[src/rtl/cpu_types_pkg.sv]
// Shared CPU pipeline types: register index type and hazard FSM state.
package cpu_types_pkg;

  // 5-bit architectural register index
  typedef logic [4:0] regbits_t;

  // Hazard controller states
  typedef enum logic [1:0] {
    RUN     = 2'd0,
    LDSTALL = 2'd1,
    DWAIT   = 2'd2,
    HALTED  = 2'd3
  } hazard_state_t;

  // A load in EX whose destination feeds an ID-stage source; r0 never hazards
  function automatic logic load_use_hit(
    input logic     ex_memRd,
    input regbits_t ex_rt,
    input regbits_t id_rs,
    input regbits_t id_rt
  );
    return ex_memRd && (ex_rt != '0) && ((ex_rt == id_rs) || (ex_rt == id_rt));
  endfunction

endpackage

[src/rtl/hazard_perf_cnt.sv]
// Saturating event counter used for hazard controller performance statistics.
module hazard_perf_cnt #(
  parameter int unsigned CNT_W = 32
) (
  input  logic             CLK,
  input  logic             nRST,
  input  logic             inc,
  output logic [CNT_W-1:0] cnt
);

  // Count qualifying cycles, holding at all-ones once reached
  always_ff @(posedge CLK or negedge nRST) begin
    if (!nRST) begin
      cnt <= '0;
    end else if (inc && (cnt != '1)) begin
      cnt <= cnt + 1'b1;
    end
  end

endmodule

[src/rtl/hazard_controller.sv]
// Pipeline hazard controller: stalls, flushes and halt for a 5-stage pipeline.
// Optional performance counters are built when HAZARD_PERF_EN is defined.
module hazard_controller
  import cpu_types_pkg::*;
#(
  parameter int unsigned CNT_W = 32
) (
  input  logic             CLK,
  input  logic             nRST,
  input  logic             ihit,
  input  logic             dhit,
  input  logic             mem_dREN,
  input  logic             mem_dWEN,
  input  logic             ex_memRd,
  input  regbits_t         ex_rt,
  input  regbits_t         id_rs,
  input  regbits_t         id_rt,
  input  logic             mem_pcsrc,
  input  logic             wb_halt,
  output logic             pc_en,
  output logic             ifid_en,
  output logic             idex_en,
  output logic             exmem_en,
  output logic             memwb_en,
  output logic             ifid_flush,
  output logic             idex_flush,
  output logic             exmem_flush,
  output logic             halted,
  output logic [CNT_W-1:0] stall_cnt,
  output logic [CNT_W-1:0] flush_cnt
);

  hazard_state_t state, next_state;
  logic          data_wait;
  logic          load_use;
  logic          flush_applied;

  // The data-wait term is evaluated from live inputs in every state, so DWAIT
  // decodes exactly like RUN; it only records that the MEM stage is blocked.
  assign data_wait = (mem_dREN || mem_dWEN) && !dhit;
  assign load_use  = load_use_hit(ex_memRd, ex_rt, id_rs, id_rt) && (state != LDSTALL);
  assign halted    = (state == HALTED);

  // State register
  always_ff @(posedge CLK or negedge nRST) begin
    if (!nRST) begin
      state <= RUN;
    end else begin
      state <= next_state;
    end
  end

  // Prioritised event decode: halt > data wait > branch > load-use > fetch miss
  always_comb begin
    pc_en         = 1'b1;
    ifid_en       = 1'b1;
    idex_en       = 1'b1;
    exmem_en      = 1'b1;
    memwb_en      = 1'b1;
    ifid_flush    = 1'b0;
    idex_flush    = 1'b0;
    exmem_flush   = 1'b0;
    flush_applied = 1'b0;
    next_state    = RUN;

    if ((state == HALTED) || wb_halt) begin
      pc_en      = 1'b0;
      ifid_en    = 1'b0;
      idex_en    = 1'b0;
      exmem_en   = 1'b0;
      memwb_en   = 1'b0;
      next_state = HALTED;
    end else if (data_wait) begin
      pc_en      = 1'b0;
      ifid_en    = 1'b0;
      idex_en    = 1'b0;
      exmem_en   = 1'b0;
      memwb_en   = 1'b0;
      next_state = DWAIT;
    end else if (mem_pcsrc) begin
      ifid_flush    = 1'b1;
      idex_flush    = 1'b1;
      exmem_flush   = 1'b1;
      flush_applied = 1'b1;
    end else if (load_use) begin
      pc_en      = 1'b0;
      ifid_en    = 1'b0;
      idex_flush = 1'b1;
      next_state = LDSTALL;
    end else if (!ihit) begin
      pc_en      = 1'b0;
      ifid_flush = 1'b1;
    end
  end

`ifdef HAZARD_PERF_EN
  logic stall_inc;

  assign stall_inc = !pc_en && (state != HALTED);

  hazard_perf_cnt #(.CNT_W(CNT_W)) u_stall_cnt (
    .CLK  (CLK),
    .nRST (nRST),
    .inc  (stall_inc),
    .cnt  (stall_cnt)
  );

  hazard_perf_cnt #(.CNT_W(CNT_W)) u_flush_cnt (
    .CLK  (CLK),
    .nRST (nRST),
    .inc  (flush_applied),
    .cnt  (flush_cnt)
  );
`else
  logic unused_flush;

  assign unused_flush = flush_applied;
  assign stall_cnt    = '0;
  assign flush_cnt    = '0;
`endif

endmodule
[config.mk]
export PLATFORM = sky130hd
export DESIGN_NAME = hazard_controller
export DESIGN_NICKNAME = d
export VERILOG_FILES = /design/src/rtl/cpu_types_pkg.sv /design/src/rtl/hazard_perf_cnt.sv /design/src/rtl/hazard_controller.sv
export SDC_FILE = /design/constraint.sdc
export NUM_CORES = 1
export LEC_CHECK = 0
export ABC_AREA = 0
export BUFFER_PORTS_ARGS = -buffer_cell sky130_fd_sc_hd__buf_2
export CAP_MARGIN = 5
export CORE_MARGIN = 2
export CORE_UTILIZATION = 32
export CTS_CLUSTER_SIZE = 20
export DETAILED_ROUTE_END_ITERATION = 10
export PLACE_DENSITY = 0.79
export REMOVE_ABC_BUFFERS = 1
export SETUP_SLACK_MARGIN = 0.4
export SYNTH_ARGS = -nofsm -noshare
export SYNTH_HDL_FRONTEND = slang
export SYNTH_SLANG_ARGS = --single-unit
[constraint.sdc]
create_clock -name CLK -period 2.2 [get_ports CLK]
set_input_delay 0.55 -clock CLK [delete_from_list [all_inputs] [get_ports CLK]]
set_output_delay 0.55 -clock CLK [all_outputs]
set_load 0.005 [all_outputs]
==> results.cfg, run 1 <==
[cts]
cts_buffers = 3
clock_tree.buffer_depth = 2
cts_hold_buf = 0
h-tree-depth = 1
clock-sinks = 2
cts_setup_buffers = 0
cts_root_buf = clkbuf_4
clkLatencyLatePin_ns = 0.22
cts_tree = yes
clk_pin_slew_ns = 0.03

[worst_setup_path]
worstRegToRegCells = 5
r2r_start = state[0]$_DFF_PN0_
ff2ff_setup_slack_ns = 0.91
cp-end-kind = output port
path_class = primary input to output port
reg2reg_to = state[0]$_DFF_PN0_
path_max_fanout = 4
cp-start-kind = primary input
worst_ep_required_time_ns = 1.65
arrival_ns = 1.70

[drt]
first_pass_iters = 2
drtIter0Drc = 3
dr_total_vias = 562
remaining_drc_errors = 0
viasPerCell = 3.33
ant_nets = 0
finalWirelength_um = 1280
wl_per_cell_um = 7.56

[global_route]
grt_overflow = 0
grt_start_max_net_pins = 7
track_usage_pct = 8.41
antenna_found_initial = 0
grt_pass1_vias = 417
grt_first_pass_wirelength_um = 1730

[timing]
rsz0062_at_grt = true
finalCritPeriodShare_pct = 102
min_period_ns = 2.25
final.setup_skew_ns = 0.00158
max_clock_freq_mhz = 445
finalMaxSlewViolations = 0
setup_viol = 4
worst_slack_ns = -0.0468
finalSetupTns_ns = -0.132
hold_viol_final = 0

[synthesis]
yosysTopAreaCellShare_pct = 63.4
synth_edf_count = 0
synth_top_area_cell = buf_4
synth_commonest_cells = buf_4 (66), xnor2_1 (10), a21oi_1 (4)
syn_avg_cell_area_sq_um = 7.59
ys_seq_area_share_pct = 6.40
yosysMostFrequentCell = buf_4
synth.area.top_cells = buf_4 (63%), xnor2_1 (11%), dfrtp_1 (6.4%)
netlist_area_sq_um = 782
ys_seq_elements = 2
async_flop_share_pct = 100
ys_types = 19
synth_flop_cell = dfrtp_1
syn_inst = 103
yosysWarnings = 0

[floorplanning]
ioPinCount = 97
rows = 17
die_area_sq_um = 2860
die_width_um = 53.4
start_util_pct = 34.7
coreArea_sq_um = 2250
die_y_um = 53.4

[finish]
seq_area_sq_um = 50.0
antenna_cells = 0
nFillCells = 247
stdcell_count = 169
syn_to_final_growth_pct = 5.60
largest_registers = state: 2 flops
drive_gt1_share_pct = 34.8
largest_reg_flops = 2
post-route-util_pct = 36.6
final_nets = 167
top_register = state
multi_input_area_sq_um = 495

[placed_design]
hpwlAfterDp_um = 1210
dp_cells = 166
gp_congestion = 0.644
numPortBuffers = 32

[run_status]
status = finished with violations
violations = negative setup slack

[run]
maxCapViolations = 0

[worst_hold_path]
hold_path_class = primary input to async pin

[power_and_ir_drop]
p_leak_nw = 0.499
power_density_nw_per_um2 = 258
peakVddDrop_mv = 0.220
-- stage by stage --
stage               total power, W  cell area, sq um  worst slack [ns]  hold slack (ns)
global placement          0.000125               763            -0.125            0.336
detailed placement        0.000126               763            -0.115            0.336
floorplan                0.0000869               523             0.148            0.254
CTS                       0.000213               811           -0.0601           0.0994
global route              0.000238               826            -0.106           0.0889
finish                    0.000213               826           -0.0468            0.105
-- per-layer routing --
| metal | up-vias | global-route usage, % | routed length (um) | share of wire [%] |
|---|---|---|---|---|
| met5 | - | 0 | 0 | 0 |
| met4 | 0 | 3.85 | 0 | 0 |
| met3 | 0 | 2.82 | 204 | 16 |
| met2 | 55 | 16.3 | 715 | 56 |
| met1 | 233 | 7.71 | 356 | 28 |
| li1 | 274 | - | - | - |
-- cell usage in the layout, fill, tap and decap left out, types with 2 or more instances in the layout --
cell / netlist / routed
conb_1: 1 / 64
xnor2_1: 10 / 10
buf_4: 66 / 6
clkbuf_4: 0 / 3
nand3_1: 2 / 2
nand2_1: 2 / 2
dfrtp_1: 2 / 2
buf_2: 0 / 31
o21ai_0: 2 / 2
inv_1: 3 / 3
a21oi_2: 0 / 3
-- worst max path at each step --
stage | start | to | cells after the start
finish | ex_rt[4] | ifid_flush | 6
global route | ex_rt[4] | ifid_flush | 6
CTS | ex_rt[4] | idex_flush | 6
detailed placement | ex_rt[1] | ifid_en | 6
global placement | ex_rt[1] | ifid_en | 6
floorplan | ex_rt[1] | idex_flush | 4
-- critical path: stages --
cell and delay [ns]:
buf_6 0.09, or4_4 0.54, o221ai_4 0.19, nor2_4 0.07, a21oi_1 0.13, buf_2 0.13
-- layout make-up --
cell class	count	share of cell area [%]
Multi-Input combinational cell	95	60.0
Timing Repair Buffer	38	25.6
Sequential cell	2	6.06
Tap cell	28	4.24
Clock buffer	3	2.73
Inverter	3	1.36
-- timing repair --
| item | 4_1_cts | 5_1_grt |
|---|---|---|
| cloned | 0 | 0 |
| pin swaps | 8 | 0 |
| endpoints found under the setup margin | 7 | 8 |
| gates resized for setup | 4 | 4 |
-- cell families after synthesis --
family	count (synthesis)	synth area share, %
buffers and inverters	69	64.8
and+or+nand+nor	10	7.36
other	1	0.480
AOI/OAI and AO/OA	11	9.76
xor gates and xnor gates	10	11.2
DFF	2	6.40
-- report_power, final --
part            switching, W  internal, W  leakage [nW]
sequential     0.00000000150    0.0000371        0.0175
combinational      0.0000545    0.0000412         0.468
clock              0.0000200    0.0000601        0.0138
No activity file was read; power rests on OpenSTA's default activity.
==> inputs of run 2 (changes only) <==
--- a/config.mk
+++ b/config.mk
@@ -8,6 +8,7 @@
 export ABC_AREA = 0
 export BUFFER_PORTS_ARGS = -buffer_cell sky130_fd_sc_hd__buf_2
 export CAP_MARGIN = 5
+export CORE_ASPECT_RATIO = 0.75
 export CORE_MARGIN = 2
 export CORE_UTILIZATION = 32
 export CTS_CLUSTER_SIZE = 20
==> results.cfg, run 2 (synthesis results as in run 1) <==
[finish]
antenna_cells = 0
final_cell_mix = conb_1 (64), buf_2 (30), xnor2_1 (10)
syn_to_final_growth_pct = 8.80
stdcell_area_sq_um = 851
multi_input_area_sq_um = 499
seq_area_sq_um = 50.0
top_register = state
layout_commonest_cell = conb_1
largest_reg_flops = 2
final_nets = 168
post-route-util_pct = 36.9
drive_gt1_share_pct = 34.5
largest_registers = state: 2 flops
nFillCells = 256

[placed_design]
gp_congestion = 0.716
pre_cts_ws_ns = -0.118
hpwlAfterDp_um = 1200
dpl-instance-area_sq_um = 771
numPortBuffers = 32

[run_status]
violations = negative setup slack
status = finished with violations

[worst_setup_path]
cp-start-kind = primary input
path_class = primary input to output port
worst_ep_required_time_ns = 1.65
ff2ff_setup_slack_ns = 1.00
arrival_ns = 1.70
path_max_fanout = 2
cp-end-kind = output port

[floorplanning]
die_width_um = 61.1
die_y_um = 46.8
start_util_pct = 33.9
die_area_sq_um = 2860
ioPinCount = 97
coreArea_sq_um = 2310
rows = 15

[global_route]
track_usage_pct = 7.59
antenna_found_initial = 0
grt_first_pass_wirelength_um = 1610
grt_overflow = 0
grt_pass1_vias = 389
grt_start_max_net_pins = 6

[timing]
final.setup_skew_ns = 0.000223
min_period_ns = 2.25
hold_viol_final = 0
max_clock_freq_mhz = 444
finalMaxSlewViolations = 0
finalCritPeriodShare_pct = 102
rsz0062_at_grt = true
setup_viol = 4
worst_slack_ns = -0.0507
timing.hold.ws_ns = 0.107

[cts]
cts_tree = yes
clock-sinks = 2
clk_pin_slew_ns = 0.03
h-tree-depth = 1
clock_tree.buffer_depth = 2
cts_buffers = 3
cts_root_buf = clkbuf_4
clkLatencyLatePin_ns = 0.22

[power_and_ir_drop]
peakVddDrop_mv = 0.0731
power_w = 0.000217
p_leak_nw = 0.508
power_density_nw_per_um2 = 255

[drt]
remaining_drc_errors = 0
drtIter0Drc = 10
wl_per_cell_um = 7.55
ant_nets = 0
first_pass_iters = 6
dr_total_vias = 559
finalWirelength_um = 1330
viasPerCell = 3.18

[worst_hold_path]
hold_path_class = primary input to async pin

[run]
maxCapViolations = 0
[run 2: cell count changes in the layout (fill, tap and decap cells not counted)]
| cell | change |
|---|---|
| a21oi_1 | +1 |
| a21oi_2 | -1 |
| buf_2 | -1 |
| buf_4 | +1 |
| buf_6 | +1 |
| o21bai_2 | -1 |
| o21bai_4 | +1 |
[run 2: power breakdown]
group	leakage, nW	switching [W]	internal, W
registers	0.0175	0.00000000147	0.0000371
clock network	0.0138	0.0000199	0.0000602
logic	0.477	0.0000563	0.0000435
[run 2: what timing repair did]
| item | 4_1_cts | 5_1_grt |
|---|---|---|
| pin swaps | 7 | 4 |
| resized for setup | 6 | 3 |
| hold buffers | 0 | 0 |
| gates cloned | 0 | 0 |
| setup buffers | 0 | 1 |
| setup endpoints to repair | 7 | 7 |
[run 2: metal layers]
layer | up-vias | GRT usage (%) | part of all wire (%)
met2 | 42 | 14.5 | 56
met1 | 241 | 8.91 | 33
met4 | 0 | 2.61 | 0
met3 | 0 | 0.826 | 11
li1 | 276 | - | -
met5 | - | 0 | 0
[run 2: worst max-delay path, cell delays in order]
cell	delay [ns]
buf_6	0.09
or4_4	0.54
o221ai_4	0.19
nor2_1	0.07
a21o_1	0.15
buf_2	0.12
[run 2: metrics by stage]
step | instances | setup TNS [ns]
2_1_floorplan | 100 | 0
3_3_place_gp | 172 | -0.418
3_5_place_dp | 172 | -0.413
4_1_cts | 175 | -0.161
5_1_grt | 176 | -0.333
6_report | 176 | -0.108
[run 2: area by class of cell]
| cell class | count | area share (%) |
|---|---|---|
| clock buffers | 3 | 2.65 |
| well taps | 34 | 5.00 |
| repair buffers | 39 | 26.5 |
| inverters | 3 | 1.32 |
| flip-flops and latches | 2 | 5.88 |
| multi-input cells | 95 | 58.7 |
[run 2: path summary, 6_finish.rpt]
check | to | startpoint | depth (start not counted)
hold reg to reg | state[0]$_DFF_PN0_ | state[0]$_DFF_PN0_ | 2
setup / recovery | idex_flush | ex_rt[4] | 6
setup reg to reg | state[0]$_DFF_PN0_ | state[0]$_DFF_PN0_ | 4
min in group CLK | state[0]$_DFF_PN0_ | wb_halt | 2
hold / removal | state[0]$_DFF_PN0_ | nRST | 1
max in group asynchronous | state[1]$_DFF_PN0_ | nRST | 1
==> inputs of run 3 (changes only) <==
--- a/config.mk
+++ b/config.mk
@@ -8,12 +8,14 @@
 export ABC_AREA = 0
 export BUFFER_PORTS_ARGS = -buffer_cell sky130_fd_sc_hd__buf_2
 export CAP_MARGIN = 5
+export CELL_PAD_IN_SITES_DETAIL_PLACEMENT = 1
+export CELL_PAD_IN_SITES_GLOBAL_PLACEMENT = 1
 export CORE_ASPECT_RATIO = 0.75
 export CORE_MARGIN = 2
-export CORE_UTILIZATION = 32
+export CORE_UTILIZATION = 20
 export CTS_CLUSTER_SIZE = 20
 export DETAILED_ROUTE_END_ITERATION = 10
-export PLACE_DENSITY = 0.79
+export PLACE_DENSITY = 0.8
 export REMOVE_ABC_BUFFERS = 1
 export SETUP_SLACK_MARGIN = 0.4
 export SYNTH_ARGS = -nofsm -noshare
==> results.cfg, run 3 (synthesis results as in run 1) <==
[drt]
remaining_drc_errors = 0
ant_nets = 0
finalWirelength_um = 1730
drtIter0Drc = 14
first_pass_iters = 4
dr_total_vias = 573
wl_per_cell_um = 8.91
viasPerCell = 2.95

[cts]
clk_pin_slew_ns = 0.03
cts_tree = yes
clock_tree.buffer_depth = 2
h-tree-depth = 1
cts_buffers = 3
clkLatencyLatePin_ns = 0.21
cts_root_buf = clkbuf_8
clock-sinks = 2

[global_route]
track_usage_pct = 7.36
met2_usage_pct = 13.5
use_met3_pct = 1.25
antenna_found_initial = 0
grt_pass1_vias = 551
use_met1_pct = 7.79
grt_first_pass_wirelength_um = 2530
grt_overflow = 0
grt_start_max_net_pins = 7
top_usage_layer = met2

[worst_hold_path]
hold_path_class = primary input to async pin

[placed_design]
numPortBuffers = 32
gp_congestion = 0.778
hpwlAfterDp_um = 1530
pre_cts_ws_ns = -0.136

[floorplanning]
coreArea_sq_um = 3710
ioPinCount = 97
die_area_sq_um = 4430
die_width_um = 76.2
rows = 19
start_util_pct = 21.1
die_y_um = 58.2

[worst_setup_path]
worstRegToRegCells = 6
worst_ep_required_time_ns = 1.65
ff2ff_setup_slack_ns = 0.75
cp-end-kind = output port
r2r_start = state[0]$_DFF_PN0_
path_class = primary input to output port
cp-start-kind = primary input
critPathLaunch = ex_rt[4]
reg2reg_to = state[0]$_DFF_PN0_
path_max_fanout = 2
arrival_ns = 1.74

[run_status]
status = finished with violations
violations = negative setup slack

[timing]
rsz0062_at_grt = true
finalMaxSlewViolations = 0
max_clock_freq_mhz = 437
hold_viol_final = 0
min_period_ns = 2.29
setup_viol = 4
finalSetupTns_ns = -0.269
finalCritPeriodShare_pct = 104
final.setup_skew_ns = 0.000420
worst_slack_ns = -0.0891

[finish]
top_register = state
nFillCells = 504
layout_commonest_cell = conb_1
multi_input_area_sq_um = 495
largest_registers = state: 2 flops
drive_gt1_share_pct = 35.2
largest_reg_flops = 2
final_cell_mix = conb_1 (64), buf_2 (31), xnor2_1 (10)
antenna_cells = 0
seq_area_sq_um = 50.0
final_nets = 168
syn_to_final_growth_pct = 12.8

[run]
maxCapViolations = 0

[power_and_ir_drop]
p_leak_nw = 0.513
power_density_nw_per_um2 = 319
peakVddDrop_mv = 0.112
## run 3: area by class of cell
| class | count | share of cell area, % |
|---|---|---|
| clock buffers | 3 | 4.68 |
| inverters | 3 | 1.28 |
| multi-input cells | 95 | 56.2 |
| flip-flops and latches | 2 | 5.67 |
| well taps | 52 | 7.38 |
| repair buffers | 39 | 24.8 |
## run 3: worst max-delay path by stage
stage	end	cells after the start
global placement	idex_flush	6
global route	ifid_en	6
floorplan	idex_flush	4
detailed placement	idex_flush	6
CTS	idex_flush	6
finish	idex_flush	6
## run 3: power breakdown
part | switching, W | leakage (nW) | internal [W]
logic | 0.0000580 | 0.474 | 0.0000425
registers | 0.00000000175 | 0.0175 | 0.0000371
clock network | 0.0000284 | 0.0216 | 0.000116
total | 0.0000864 | 0.513 | 0.000195
## run 3: worst max-delay path, stage by stage
cell and delay (ns):
buf_6 0.09, or4_4 0.54, o221ai_4 0.19, nor2_1 0.08, a21o_1 0.15, buf_2 0.13
## run 3: per-stage QoR
step	instances	hold slack [ns]	util, %	power (W)	instance area, sq um
6_report	194	0.122	23.8	0.000282	882
2_1_floorplan	100	0.254	-	0.0000869	523
3_3_place_gp	189	0.335	21.2	0.000125	786
5_1_grt	194	0.118	23.8	0.000307	882
4_1_cts	193	0.117	23.3	0.000283	863
3_5_place_dp	189	0.340	21.2	0.000126	786
## run 3: repair_timing
action | in CTS | in global routing
hold buffers | 0 | 0
pin swaps | 7 | 1
endpoints found under the setup margin | 7 | 9
resized for setup | 5 | 3
cloned | 0 | 0
buffers inserted | 1 | 1
## run 3: layer usage
| metal | routed length, um | up-vias |
|---|---|---|
| met5 | 0 | - |
| met4 | 23 | 0 |
| met3 | 119 | 2 |
| met2 | 973 | 37 |
| met1 | 612 | 258 |
| li1 | - | 276 |
